**config.mk**
```make
export PLATFORM = sky130hd
export DESIGN_NAME = step_flag_gen
export DESIGN_NICKNAME = d
export VERILOG_FILES = /design/src/rtl/step_pkg.sv /design/src/rtl/step_gap_timer.sv /design/src/rtl/step_flag_gen.sv
export SDC_FILE = /design/constraint.sdc
export NUM_CORES = 1
export LEC_CHECK = 0
export BUFFER_PORTS_ARGS = -buffer_cell sky130_fd_sc_hd__buf_2
export CORE_MARGIN = 1
export CORE_UTILIZATION = 51
export DETAILED_ROUTE_END_ITERATION = 12
export GPL_TIMING_DRIVEN = 1
export PLACE_DENSITY = 0.81
export SLEW_MARGIN = 20
export SYNTH_ARGS = -nofsm -noshare
export SYNTH_HDL_FRONTEND = slang
export SYNTH_SLANG_ARGS = --single-unit
```
**constraint.sdc**
```tcl
create_clock -name FPGA_CLK -period 2.1 [get_ports FPGA_CLK]
set_clock_uncertainty 0.2 [all_clocks]
set_input_delay 0.315 -clock FPGA_CLK [delete_from_list [all_inputs] [get_ports FPGA_CLK]]
set_output_delay 0.315 -clock FPGA_CLK [all_outputs]
set_load 0.01 [all_outputs]
```
**src/rtl/step_pkg.sv**
```systemverilog
// ---------------------------------------------------------------------------
// step_pkg
// Shared types and constants for the step flag generator.
//   step_state_e : controller states (IDLE, STEP, GAP, DONE)
//   step_dir_e   : stepping direction, fixed for a whole job
//   DEFAULT_*    : default parameter values for step_flag_gen
//   TIMER_WIDTH  : width of the inter-pulse gap counter
// ---------------------------------------------------------------------------
package step_pkg;

  typedef enum logic [1:0] {
    IDLE = 2'd0,
    STEP = 2'd1,
    GAP  = 2'd2,
    DONE = 2'd3
  } step_state_e;

  typedef enum logic {
    DIR_UP = 1'b0,
    DIR_DN = 1'b1
  } step_dir_e;

  localparam int DEFAULT_WIDTH      = 4;
  localparam int DEFAULT_GAP_CYCLES = 1;
  localparam int TIMER_WIDTH        = 8;

endpackage

```
**src/rtl/step_gap_timer.sv**
```systemverilog
// ---------------------------------------------------------------------------
// step_gap_timer
// Loadable 8-bit down-counter that times the idle gap between step pulses.
// Ports:
//   FPGA_CLK   in   system clock
//   FPGA_RST   in   synchronous active-high reset (counter cleared to 0)
//   load       in   load load_value into the counter
//   load_value in   gap length in cycles
//   enable     in   count down by one this cycle (saturates at 0)
//   expired    out  high in the last cycle of the gap
// ---------------------------------------------------------------------------
module step_gap_timer
  import step_pkg::*;
(
  input  logic                   FPGA_CLK,
  input  logic                   FPGA_RST,
  input  logic                   load,
  input  logic [TIMER_WIDTH-1:0] load_value,
  input  logic                   enable,
  output logic                   expired
);

  logic [TIMER_WIDTH-1:0] count_r;

  // Gap counter: reload on load, otherwise count down while enabled, stop at zero
  always_ff @(posedge FPGA_CLK) begin
    if (FPGA_RST) begin
      count_r <= 8'd0;
    end else if (load) begin
      count_r <= load_value;
    end else if (enable && (count_r != 8'd0)) begin
      count_r <= count_r - 8'd1;
    end else begin
      count_r <= count_r;
    end
  end

  // The counter holds N in the first gap cycle and 1 in the last, so the gap
  // lasts exactly N cycles. Zero is treated as expired so a stale count can
  // never hold the controller in GAP.
  assign expired = (count_r <= 8'd1);

endmodule

```
**src/rtl/step_flag_gen.sv**
```systemverilog
// ---------------------------------------------------------------------------
// step_flag_gen
// Drives a downstream up/down counter toward a requested target by emitting
// one-cycle increment/decrement pulses separated by GAP_CYCLES idle cycles.
// A shadow copy of the downstream count is kept to plan each job.
// Ports:
//   FPGA_CLK      in   system clock, rising edge
//   FPGA_RST      in   synchronous active-high reset
//   target        in   requested count, sampled on an accepted start
//   start         in   job request, accepted when start & ready
//   ready         out  idle and able to accept start
//   flag_light_1  out  registered one-cycle increment pulse
//   flag_light_2  out  registered one-cycle decrement pulse
//   done          out  one-cycle pulse when the shadow count reaches target
//   cur_count     out  shadow of the downstream count
// ---------------------------------------------------------------------------
module step_flag_gen
  import step_pkg::*;
#(
  parameter int WIDTH      = DEFAULT_WIDTH,
  parameter int GAP_CYCLES = DEFAULT_GAP_CYCLES,
  parameter bit SHORTEST   = 1'b1
) (
  input  logic             FPGA_CLK,
  input  logic             FPGA_RST,
  input  logic [WIDTH-1:0] target,
  input  logic             start,
  output logic             ready,
  output logic             flag_light_1,
  output logic             flag_light_2,
  output logic             done,
  output logic [WIDTH-1:0] cur_count
);

  // Half the modulus: a wrap distance equal to this is a tie and goes up.
  localparam logic [WIDTH-1:0]       HALF_RANGE = {1'b1, {(WIDTH-1){1'b0}}};
  localparam logic [WIDTH-1:0]       ONE        = {{(WIDTH-1){1'b0}}, 1'b1};
  localparam logic [TIMER_WIDTH-1:0] GAP_LOAD   = TIMER_WIDTH'(GAP_CYCLES);
  localparam bit                     NO_GAP     = (GAP_CYCLES == 0);

  step_state_e      state_r, next_state_s;
  step_dir_e        dir_r, next_dir_s, dir_calc_s;
  logic [WIDTH-1:0] target_r, next_target_s;
  logic [WIDTH-1:0] count_r, next_count_s;
  logic [WIDTH-1:0] diff_s;
  logic             timer_load_s;
  logic             timer_en_s;
  logic             timer_expired_s;
  logic             ready_r;
  logic             flag_up_r;
  logic             flag_dn_r;
  logic             done_r;

  step_gap_timer u_gap_timer (
    .FPGA_CLK   (FPGA_CLK),
    .FPGA_RST   (FPGA_RST),
    .load       (timer_load_s),
    .load_value (GAP_LOAD),
    .enable     (timer_en_s),
    .expired    (timer_expired_s)
  );

  // Direction for a job starting now, from the live target and shadow count
  always_comb begin
    diff_s     = target - count_r;
    dir_calc_s = DIR_UP;
    if (SHORTEST) begin
      if (diff_s <= HALF_RANGE) begin
        dir_calc_s = DIR_UP;
      end else begin
        dir_calc_s = DIR_DN;
      end
    end else begin
      if (target > count_r) begin
        dir_calc_s = DIR_UP;
      end else begin
        dir_calc_s = DIR_DN;
      end
    end
  end

  // Controller next state, job context and gap timer control
  always_comb begin
    next_state_s  = state_r;
    next_dir_s    = dir_r;
    next_target_s = target_r;
    next_count_s  = count_r;
    timer_load_s  = 1'b0;
    timer_en_s    = 1'b0;
    case (state_r)
      IDLE: begin
        if (start) begin
          next_target_s = target;
          next_dir_s    = dir_calc_s;
          if (target == count_r) begin
            next_state_s = DONE;
          end else begin
            next_state_s = STEP;
          end
        end else begin
          next_state_s = IDLE;
        end
      end
      STEP: begin
        // Shadow count moves at the same edge the downstream counter does.
        if (dir_r == DIR_UP) begin
          next_count_s = count_r + ONE;
        end else begin
          next_count_s = count_r - ONE;
        end
        if (next_count_s == target_r) begin
          next_state_s = DONE;
        end else if (NO_GAP) begin
          next_state_s = STEP;
        end else begin
          next_state_s = GAP;
          timer_load_s = 1'b1;
        end
      end
      GAP: begin
        timer_en_s = 1'b1;
        if (timer_expired_s) begin
          next_state_s = STEP;
        end else begin
          next_state_s = GAP;
        end
      end
      DONE: begin
        next_state_s = IDLE;
      end
      default: begin
        next_state_s = IDLE;
      end
    endcase
  end

  // State, job context and registered outputs decoded from the next state
  always_ff @(posedge FPGA_CLK) begin
    if (FPGA_RST) begin
      state_r   <= IDLE;
      dir_r     <= DIR_UP;
      target_r  <= {WIDTH{1'b0}};
      count_r   <= {WIDTH{1'b0}};
      ready_r   <= 1'b1;
      flag_up_r <= 1'b0;
      flag_dn_r <= 1'b0;
      done_r    <= 1'b0;
    end else begin
      state_r   <= next_state_s;
      dir_r     <= next_dir_s;
      target_r  <= next_target_s;
      count_r   <= next_count_s;
      ready_r   <= (next_state_s == IDLE);
      flag_up_r <= (next_state_s == STEP) && (next_dir_s == DIR_UP);
      flag_dn_r <= (next_state_s == STEP) && (next_dir_s == DIR_DN);
      done_r    <= (next_state_s == DONE);
    end
  end

  assign ready        = ready_r;
  assign flag_light_1 = flag_up_r;
  assign flag_light_2 = flag_dn_r;
  assign done         = done_r;
  assign cur_count    = count_r;

endmodule

```
# Yosys cells after proc, flatten, opt, wreduce, memory -nomap -nowiden
# Index checks and enable logic that the tools add are counted.
# word_totals
regBits,23
inputBits,7
output_inout_bits,8
word_cells,48
# op_classes
addsub,4
order_cmp,2
eq_ne,7
mux,15
bitwise_logic,1
reduce_logical,9
# op_table
cell,count
$mux 1,9
$eq 4x4->1,2
$le 8x1->1 const B,1
$mux 4,2
$pmux 2 s4,1
$reduce_bool 8->1,1
$sub 8x1->8 const B,1
$eq 2x2->1 const B,3
$mux 2,3
$add 4x1->4 const B,1
$eq 2x1->1 const B,2
$le 4x4->1 const B,1
$logic_not 2->1,2
$sub 4x1->4 const B,1
$sub 4x4->4,1
$logic_and 1x1->1,3
$reduce_and 2->1,1
$reduce_bool 2->1,1
$reduce_or 2->1,1
$not 1->1,1

# Longest topological paths before layout
# Gate-level depths: netlist (run 1).
# logic_depth
depth_word,8
ltp_mapped,7
ltp_nobuf,7

# Hierarchy
# A second synthesis (run 1) with hierarchy kept.
# hier_totals
hier_cells,163
area_unflattened_um2,1422.6
# by_module_without_submodules
mod,n_inst,cells_each,area_each_um2
step_flag_gen,1,95,864.6
step_gap_timer,1,68,558.0

# Worst setup path before layout (run 1)
# Ideal clock, no wire load.
# synth_timing
path_type,register to register
startpoint,reg count_r[1] (netlist: cur_count[1])
endpoint,reg flag_dn_r (netlist: flag_light_2)
setup_time_ns,0.117
arrival_ns,1.953
required_time_ns,1.783
slack_ns,-0.170
path_stages_with_launch,8
path_buffers,0
period_less_slack_ns,2.270
path_cell_list,dfxtp_1 inv_1 ha_1 nor2b_1 o21a_1 or4b_2 nand2_1 and4bb_1
# synth_via
elab_chain_cells,8
# synth_rtl
element,line,source
from (decl),step_flag_gen.sv:44,"logic [WIDTH-1:0] count_r, next_count_s;"
from (signal assigned),step_flag_gen.sv:143,count_r <= {WIDTH{1'b0}};
from (signal assigned),step_flag_gen.sv:152,count_r <= next_count_s;
$add 4x1->4 / $sub 4x1->4 (equally long branches),"step_flag_gen.sv:107, step_flag_gen.sv:109",
$mux 4,step_flag_gen.sv:106,if (dir_r == DIR_UP) begin
$mux 4,step_flag_gen.sv:90,case (state_r)
$eq 4x4->1,step_flag_gen.sv:111,if (next_count_s == target_r) begin
$mux 1,step_flag_gen.sv:111,
$pmux 2 s4,step_flag_gen.sv:90,
$eq 2x1->1,step_flag_gen.sv:155,flag_dn_r <= (next_state_s == STEP) && (next_dir_s == DIR_DN);
$logic_and 1x1->1 (*),step_flag_gen.sv:155,
to (signal assigned),step_flag_gen.sv:155,
to (decl),step_flag_gen.sv:51,logic flag_dn_r;
# Every way passes the cells marked *; elsewhere a longest branch is shown, timed or not. The select of a mux whose other input is x is not followed.
# A chain may end at the register's enable or synchronous reset.

# Final worst setup path (run 1)
# layout_timing
startpoint,reg dir_r
endpoint,reg flag_dn_r (netlist: flag_light_2)
# layout_via
elab_chain_cells,7
# layout_rtl
element,line,source
from (decl),step_flag_gen.sv:42,"step_dir_e dir_r, next_dir_s, dir_calc_s;"
from (signal assigned),step_flag_gen.sv:150,dir_r <= next_dir_s;
$mux 4,step_flag_gen.sv:106,
$mux 4,step_flag_gen.sv:90,
$eq 4x4->1,step_flag_gen.sv:111,
$mux 1,step_flag_gen.sv:111,
$pmux 2 s4,step_flag_gen.sv:90,
$eq 2x1->1,step_flag_gen.sv:155,
$logic_and 1x1->1 (*),step_flag_gen.sv:155,
# Marked as above.

==> key figures, run 1 <==
GRT
  • Initial antenna violation count: 0
  • GRT Overall Usage: 22.3%
  • Largest net degree at the start of global routing: 15
  • Overflow after GRT: 0
  • First-pass GRT wire length: 4400 µm
  • Vias in the first global route: 1040

Synth
  • Synth warnings: 0
  • Post-synth EDFFs: 0
  • Post-Syn Area: 1230 µm²
  • Post-synthesis register bit count: 23
  • Synth Net Count: 148
  • Yosys cell types: 39
  • Cell count after synthesis: 133
  • Asr flop ratio synth: 0%
  • Most common flop cell mapped by yosys: dfxtp_1
  • Syn Area/Cell: 9.28 µm²
  • Post-synthesis sequential area ratio: 37.3%

Setup path
  • CP Cell Sequence: fa_2 > xor2_2 > a2111oi_4 > a2bb2oi_2 > and4bb_1
  • CP required: 2.16 ns
  • CP Launch Point: dir_r$_SDFF_PP0_
  • Max stage delay on crit path: 0.48 ns
  • Worst Setup End Kind: flop
  • Worst EP arrival: 2.18 ns
  • Worst setup SP type: flop
  • Worst Path Buf+Inv: 0
  • R2R Path Start: dir_r$_SDFF_PP0_
  • Crit-path max FO: 4
  • CP max stage cell: fa_2
  • Crit Path Category: reg -> reg
  • Worst path top cell family by delay: compound AO/OA/AOI/OAI gates

Min path
  • Worst Hold Class: in -> reg
  • Beginning of the worst hold path: target[0]

Clocking
  • Root Driver: clkbuf_4
  • CTS max path bufs: 2
  • Worst-Skew Late Latency: 0.31 ns
  • Clk slew on worst S/H paths: 0.12 ns
  • Cts bufs inserted: 3
  • Num Clock Sinks: 23
  • CTS Hold Bufs: 0
  • TritonCTS clock tree: yes
  • H-Tree Depth: 1

Timing
  • Setup ws final: -0.0145 ns
  • Slew margin rel.: 66.6%
  • Minimum clock period: 2.11 ns
  • RSZ-0062 raised after global routing: yes
  • Setup violations, final: 1
  • Final slew viol count: 0
  • Final Hold Slack: 0.0508 ns
  • Final Hold Fails: 0
  • Fin crit share: 101%
  • Measured slew at the worst slew-check pin: 0.499 ns
  • Max Clock Freq: 0.473 GHz

Die
  • Initial Util: 54.7%
  • Die Span Y: 51.2 µm
  • Rows: 17
  • IO Pins: 15
  • Core Region: 2250 µm²
  • Die area: 2620 µm²
  • Die width: 51.2 µm

Power
  • Peak supply drop: 0.576 mV
  • Share of total power in the clock network: 16.0%
  • P_int: 0.819 mW
  • Gate power share: 41.9%
  • Net switching power: 0.439 mW
  • Pwr/cell area: 825 nW/µm²
  • Sequential power share: 42.1%
  • Pleak: 0.610 nW
  • Switch share: 34.9%

Routing
  • Drt pass-1 iters: 4
  • Via-per-instance ratio: 5.39
  • WL final: 2550 µm
  • Initial drt markers: 15
  • # DRC: 0
  • Via count: 1002
  • Final ANT Viol Nets: 0
  • WL/cell: 13.7 µm

Job
  • Max-capacitance violation count: 0

Cells and area
  • Area grow syn2layout: 23.5%
  • Nets@finish: 174
  • Post-route cell area: 1520 µm²
  • Final design utilization: 67.6%
  • Fillcell total: 186
  • Ant diodes: 0
  • Fraction of layout cells with a size suffix above 1: 27.2%

Place
  • IO Port Bufs: 14
  • Post-place setup slack: -0.0292 ns
  • DP Area: 1410 µm²
  • DPL Wire Length: 1890 µm
  • Global placer's final weighted congestion: 0.860

Run status
  • Violated checks: negative setup slack
  • Outcome: complete, but fails checks
cell families (layout without fill, tap and decap cells):
| group | after synthesis | in the layout | share of synthesized area [%] |
|---|---|---|---|
| xor+xnor | 14 | 14 | 11.1 |
| buf+inv | 10 | 35 | 3.14 |
| mux | 4 | 4 | 3.25 |
| flops | 23 | 23 | 37.3 |
| fa+ha+maj | 8 | 8 | 8.72 |
| simple gates | 53 | 53 | 22.6 |
| compound gates | 21 | 21 | 13.9 |
power groups by stage:
stage / registers [mW] / logic [mW] / clock network, mW
6_report: 0.530 / 0.526 / 0.201
5_1_grt: 0.535 / 0.572 / 0.221
4_1_cts: 0.530 / 0.517 / 0.207
3_5_place_dp: 0.531 / 0.464 / 0
3_3_place_gp: 0.529 / 0.451 / 0
2_1_floorplan: 0.544 / 0.318 / 0
through the flow:
step | setup TNS [ns] | std cells | power, mW
finish | -0.0145 | 186 | 1.26
global route | -0.307 | 186 | 1.33
CTS | -0.00668 | 186 | 1.25
detailed placement | -0.0438 | 180 | 0.995
global placement | 0 | 180 | 0.980
floorplan | 0 | 133 | 0.863
cells in the mapped netlist, types with 4 or more instances:
| library cell | number | area (µm²) |
|---|---|---|
| dfxtp_1 | 23 | 460 |
| nor2_1 | 23 | 86.3 |
| xnor2_1 | 9 | 78.8 |
| a21oi_1 | 8 | 40.0 |
| ha_1 | 7 | 87.6 |
| inv_1 | 7 | 26.3 |
| nand3_1 | 5 | 25.0 |
| mux2i_1 | 4 | 40.0 |
| nand2b_1 | 4 | 25.0 |
| nor2b_1 | 4 | 25.0 |
| nor3_1 | 4 | 20.0 |
| xor2_1 | 4 | 35.0 |
final timing paths:
check | cells past startpoint | to | slack (ns)
hold / removal | 3 | target_r[0]$_SDFFE_PP0P_ | 0.05
setup / recovery | 5 | flag_light_2$_SDFF_PP0_ | -0.01
setup reg to reg | 5 | flag_light_2$_SDFF_PP0_ | -0.01
hold reg to reg | 2 | u_gap_timer.count_r[6]$_SDFFE_PP0P_ | 0.33
sequential cells by signal, summed over array words and instances (netlist names):
| signal | cells |
|---|---|
| u_gap_timer.count_r | 8 |
| cur_count | 4 |
| target_r | 4 |
| state_r | 2 |
| dir_r | 1 |
| done | 1 |
| flag_light_1 | 1 |
| flag_light_2 | 1 |
| ready | 1 |
worst min-delay path: stages:
cell and delay, ns:
buf_2 0.09, mux2i_1 0.06, nor2_1 0.07
placed cells by master (no fill, tap or decap), types with 2 or more instances in the layout:
master	instances
nor2_1	22
dfxtp_1	21
buf_2	14
buf_4	10
xnor2_1	8
inv_1	7
a21oi_1	7
nand2b_1	4
nor2b_1	4
nand3_1	4
mux2i_1	4
nor3_1	4
ha_1	4
xor2_1	3
ha_4	3
clkbuf_4	3
nand3b_1	2
and3_1	2
nand2_1	2
dfxtp_4	2
area by class of cell:
| cell class | instances | area [µm²] | share of cell area [%] |
|---|---|---|---|
| flip-flops and latches | 23 | 468 | 30.7 |
| inverters | 7 | 26.3 | 1.72 |
| well taps | 28 | 35.0 | 2.30 |
| repair buffers | 24 | 145 | 9.52 |
| multi-input cells | 100 | 823 | 54.0 |
| clock buffers | 4 | 26.3 | 1.72 |
routing by layer:
metal | GRT usage, % | part of all wire (%) | vias up
met5 | 0 | 0 | -
met4 | 6.02 | 0.75 | 0
met3 | 2.68 | 2.0 | 2
met2 | 41.4 | 51 | 11
met1 | 26.5 | 46 | 480
li1 | - | - | 509
what timing repair did:
| item | CTS | global route |
|---|---|---|
| endpoints found under the setup margin | 3 | 6 |
| buffers inserted | 2 | 0 |
| gates resized for setup | 10 | 1 |
| pin swaps | 7 | 0 |
Note: power is estimated with default switching activity, not from simulation.
==> run 2: changes to the inputs <==
--- a/config.mk
+++ b/config.mk
@@ -7,10 +7,10 @@
 export LEC_CHECK = 0
 export BUFFER_PORTS_ARGS = -buffer_cell sky130_fd_sc_hd__buf_2
 export CORE_MARGIN = 1
-export CORE_UTILIZATION = 51
+export CORE_UTILIZATION = 50
 export DETAILED_ROUTE_END_ITERATION = 12
 export GPL_TIMING_DRIVEN = 1
-export PLACE_DENSITY = 0.81
+export PLACE_DENSITY = 0.8
 export SLEW_MARGIN = 20
 export SYNTH_ARGS = -nofsm -noshare
 export SYNTH_HDL_FRONTEND = slang
==> constraint.sdc (replaced) <==
create_clock -name FPGA_CLK -period 1.8 [get_ports FPGA_CLK]
set_clock_uncertainty 0.2 [all_clocks]
set_input_delay 0.27 -clock FPGA_CLK [delete_from_list [all_inputs] [get_ports FPGA_CLK]]
set_output_delay 0.27 -clock FPGA_CLK [all_outputs]
set_load 0.01 [all_outputs]
==> run 2 against run 1 <==
Compared with the run above:
- the flow still finishes with violations (negative setup slack)
- global-route usage shrank 1.2 points
- total power grew 22%
- non-clock buffer count grew 9
- cell count grew 4.8%
- flip-flop and latch count is the same
- via count grew 5.4%
- register-to-register slack lost 0.32 ns
- wire length grew 7.2%
- clock-buffer cell count shrank 1
==> key figures, run 2 (synthesized netlist as in run 1, its figures left out) <==
Routing
  • WL final: 2730 µm (+7.2%)
  • Final ANT Viol Nets: 0 (unchanged)
  • Via count: 1056 (+5.4%)
  • # DRC: 0 (unchanged)
  • Via-per-instance ratio: 5.42 (+0.53%)
  • Initial drt markers: 11 (-4)
  • WL/cell: 14.0 µm (+2.3%)
  • Drt pass-1 iters: 4 (unchanged)

Setup path
  • CP Cell Sequence: fa_2 > xor2_1 > a2111oi_4 > o21bai_2 > a211oi_2
  • Crit-path max FO: 7 (+3)
  • Worst setup SP type: flop
  • Max stage delay on crit path: 0.58 ns (+0.10 ns)
  • Worst EP arrival: 2.19 ns (about the same)
  • CP max stage cell: fa_2
  • Crit Path Category: reg -> reg
  • Worst Setup End Kind: flop
  • CP required: 1.85 ns (-0.31 ns)

Clocking
  • Clk slew on worst S/H paths: 0.13 ns (about the same)
  • Root Driver: clkbuf_4
  • Cts bufs inserted: 3 (unchanged)
  • TritonCTS clock tree: yes
  • Num Clock Sinks: 23 (unchanged)
  • CTS Hold Bufs: 0 (unchanged)
  • H-Tree Depth: 1 (unchanged)
  • CTS max path bufs: 2 (unchanged)
  • Worst-Skew Late Latency: 0.32 ns (about the same)

Timing
  • RSZ-0062 raised after global routing: yes
  • Final slew viol count: 0 (unchanged)
  • Max Clock Freq: 0.468 GHz (-1.1%)
  • Slew margin rel.: 66.0% (-0.59 points)
  • Measured slew at the worst slew-check pin: 0.508 ns (+0.00875 ns)
  • Setup ws final: -0.337 ns (-0.323 ns)
  • Fin crit share: 119% (+18 points)
  • Minimum clock period: 2.14 ns (+0.0226 ns)
  • Setup violations, final: 14 (+13)
  • Sum Neg Setup Slack: -3.67 ns (-3.66 ns)
  • Final Hold Fails: 0 (unchanged)

Power
  • Peak supply drop: 0.570 mV (-1.1%)
  • Sequential power share: 40.3% (-1.8 points)
  • Overall power: 1.54 mW (+22%)
  • P_int: 0.994 mW (+21%)
  • Net switching power: 0.541 mW (+23%)
  • Share of total power in the clock network: 16.3% (+0.3 points)
  • Switch share: 35.3% (+0.38 points)
  • Gate power share: 43.5% (+1.6 points)
  • Pleak: 0.669 nW (+9.7%)
  • Pwr/cell area: 951 nW/µm² (+15%)

Cells and area
  • Sequential cell area: 477 µm² (+1.9%)
  • Final design utilization: 70.9% (+3.3 points)
  • Ant diodes: 0 (unchanged)
  • Fillcell total: 151 (-19%)
  • Area grow syn2layout: 30.8%
  • Max reg flops: 8 (unchanged)
  • Nets@finish: 183 (+5.2%)
  • Area of the multi-input gates: 826 µm² (+0.30%)
  • Largest Register: u_gap_timer.count_r
  • Most common cell after layout, fill and taps aside: nor2_1
  • Post-route cell area: 1610 µm² (+5.9%)
  • Fraction of layout cells with a size suffix above 1: 36.5% (+9.3 points)
  • Most frequent cells in the layout: 22 x nor2_1, 18 x dfxtp_1, 17 x buf_4, 14 x buf_2, 8 x xnor2_1

Die
  • Core Region: 2280 µm² (+0.94%)
  • Initial Util: 54.2% (-0.51 points)
  • Die area: 2670 µm² (+1.9%)
  • Die Span Y: 51.7 µm (+0.95%)
  • IO Pins: 15 (unchanged)
  • Rows: 17 (unchanged)
  • Die width: 51.7 µm (+0.95%)

GRT
  • Initial antenna violation count: 0 (unchanged)
  • GRT Overall Usage: 21.0% (-1.2 points)
  • Overflow after GRT: 0 (unchanged)
  • First-pass GRT wire length: 4090 µm (-6.9%)
  • Largest net degree at the start of global routing: 15 (unchanged)
  • Vias in the first global route: 981 (-5.7%)

Run status
  • Violated checks: negative setup slack
  • Outcome: complete, but fails checks

Place
  • DPL Wire Length: 1940 µm (+2.6%)
  • IO Port Bufs: 14 (unchanged)
  • Global placer's final weighted congestion: 0.748 (-13%)
  • DP Area: 1510 µm² (+7.5%)

Job
  • Max-capacitance violation count: 0 (unchanged)

Min path
  • Worst Hold Class: in -> reg
run 2: power groups by stage:
stage	registers, mW	logic, mW	clock network [mW]
after floorplan	0.645	0.385	0
after global placement	0.621	0.581	0
after detailed placement	0.627	0.601	0
after CTS	0.615	0.613	0.245
after global routing	0.625	0.719	0.283
final	0.618	0.667	0.250
run 2: cell type report:
cell class	count	area share [%]
inverter	7	1.78
timing repair buffer	33	13.6
clock inverter	1	0.310
sequential	23	29.5
clock buffer	3	1.40
multi-input combinational	100	51.2
tap	28	2.17
run 2: stage by stage:
stage               worst slack, ns  hold WS, ns  cells
floorplan                    -0.172        0.154    133
global placement             -0.225        0.300    189
detailed placement           -0.255        0.314    189
CTS                          -0.294       0.0167    194
global route                 -0.383       0.0276    195
finish                       -0.337       0.0383    195
run 2: worst paths after layout:
| path | start | to | slack (ns) | cells after the start |
|---|---|---|---|---|
| worst min register to register | u_gap_timer.count_r[6]$_SDFFE_PP0P_ | u_gap_timer.count_r[6]$_SDFFE_PP0P_ | 0.34 | 2 |
| worst max register to register | cur_count[1]$_SDFFE_PP0P_ | u_gap_timer.count_r[1]$_SDFFE_PP0P_ | -0.34 | 5 |
| worst min-delay path | target[3] | target_r[3]$_SDFFE_PP0P_ | 0.04 | 3 |
| worst max-delay path | cur_count[1]$_SDFFE_PP0P_ | u_gap_timer.count_r[1]$_SDFFE_PP0P_ | -0.34 | 5 |
run 2: routing by layer:
layer	part of all wire (%)	track usage, %	routed length, µm	vias to the layer above
met1	42	22.3	1160	488
met4	3.7	11.3	100	0
met2	51	39.2	1410	22
li1	-	-	-	537
met5	0	0	0	-
met3	2.5	3.51	69	9
run 2: worst max-delay path, delay by kind of cell, from the launching register on:
kind	cells	cell delay [ns]
xor+xnor	1	0.10
fa+ha+maj	1	0.58
compound gates	3	0.79
flops	1	0.39
run 2: what timing repair did:
action,4_1_cts,5_1_grt
setup buffers,1,1
pin swaps,0,1
setup endpoints to repair,15,15
cloned,0,0
gates resized for setup,2,11
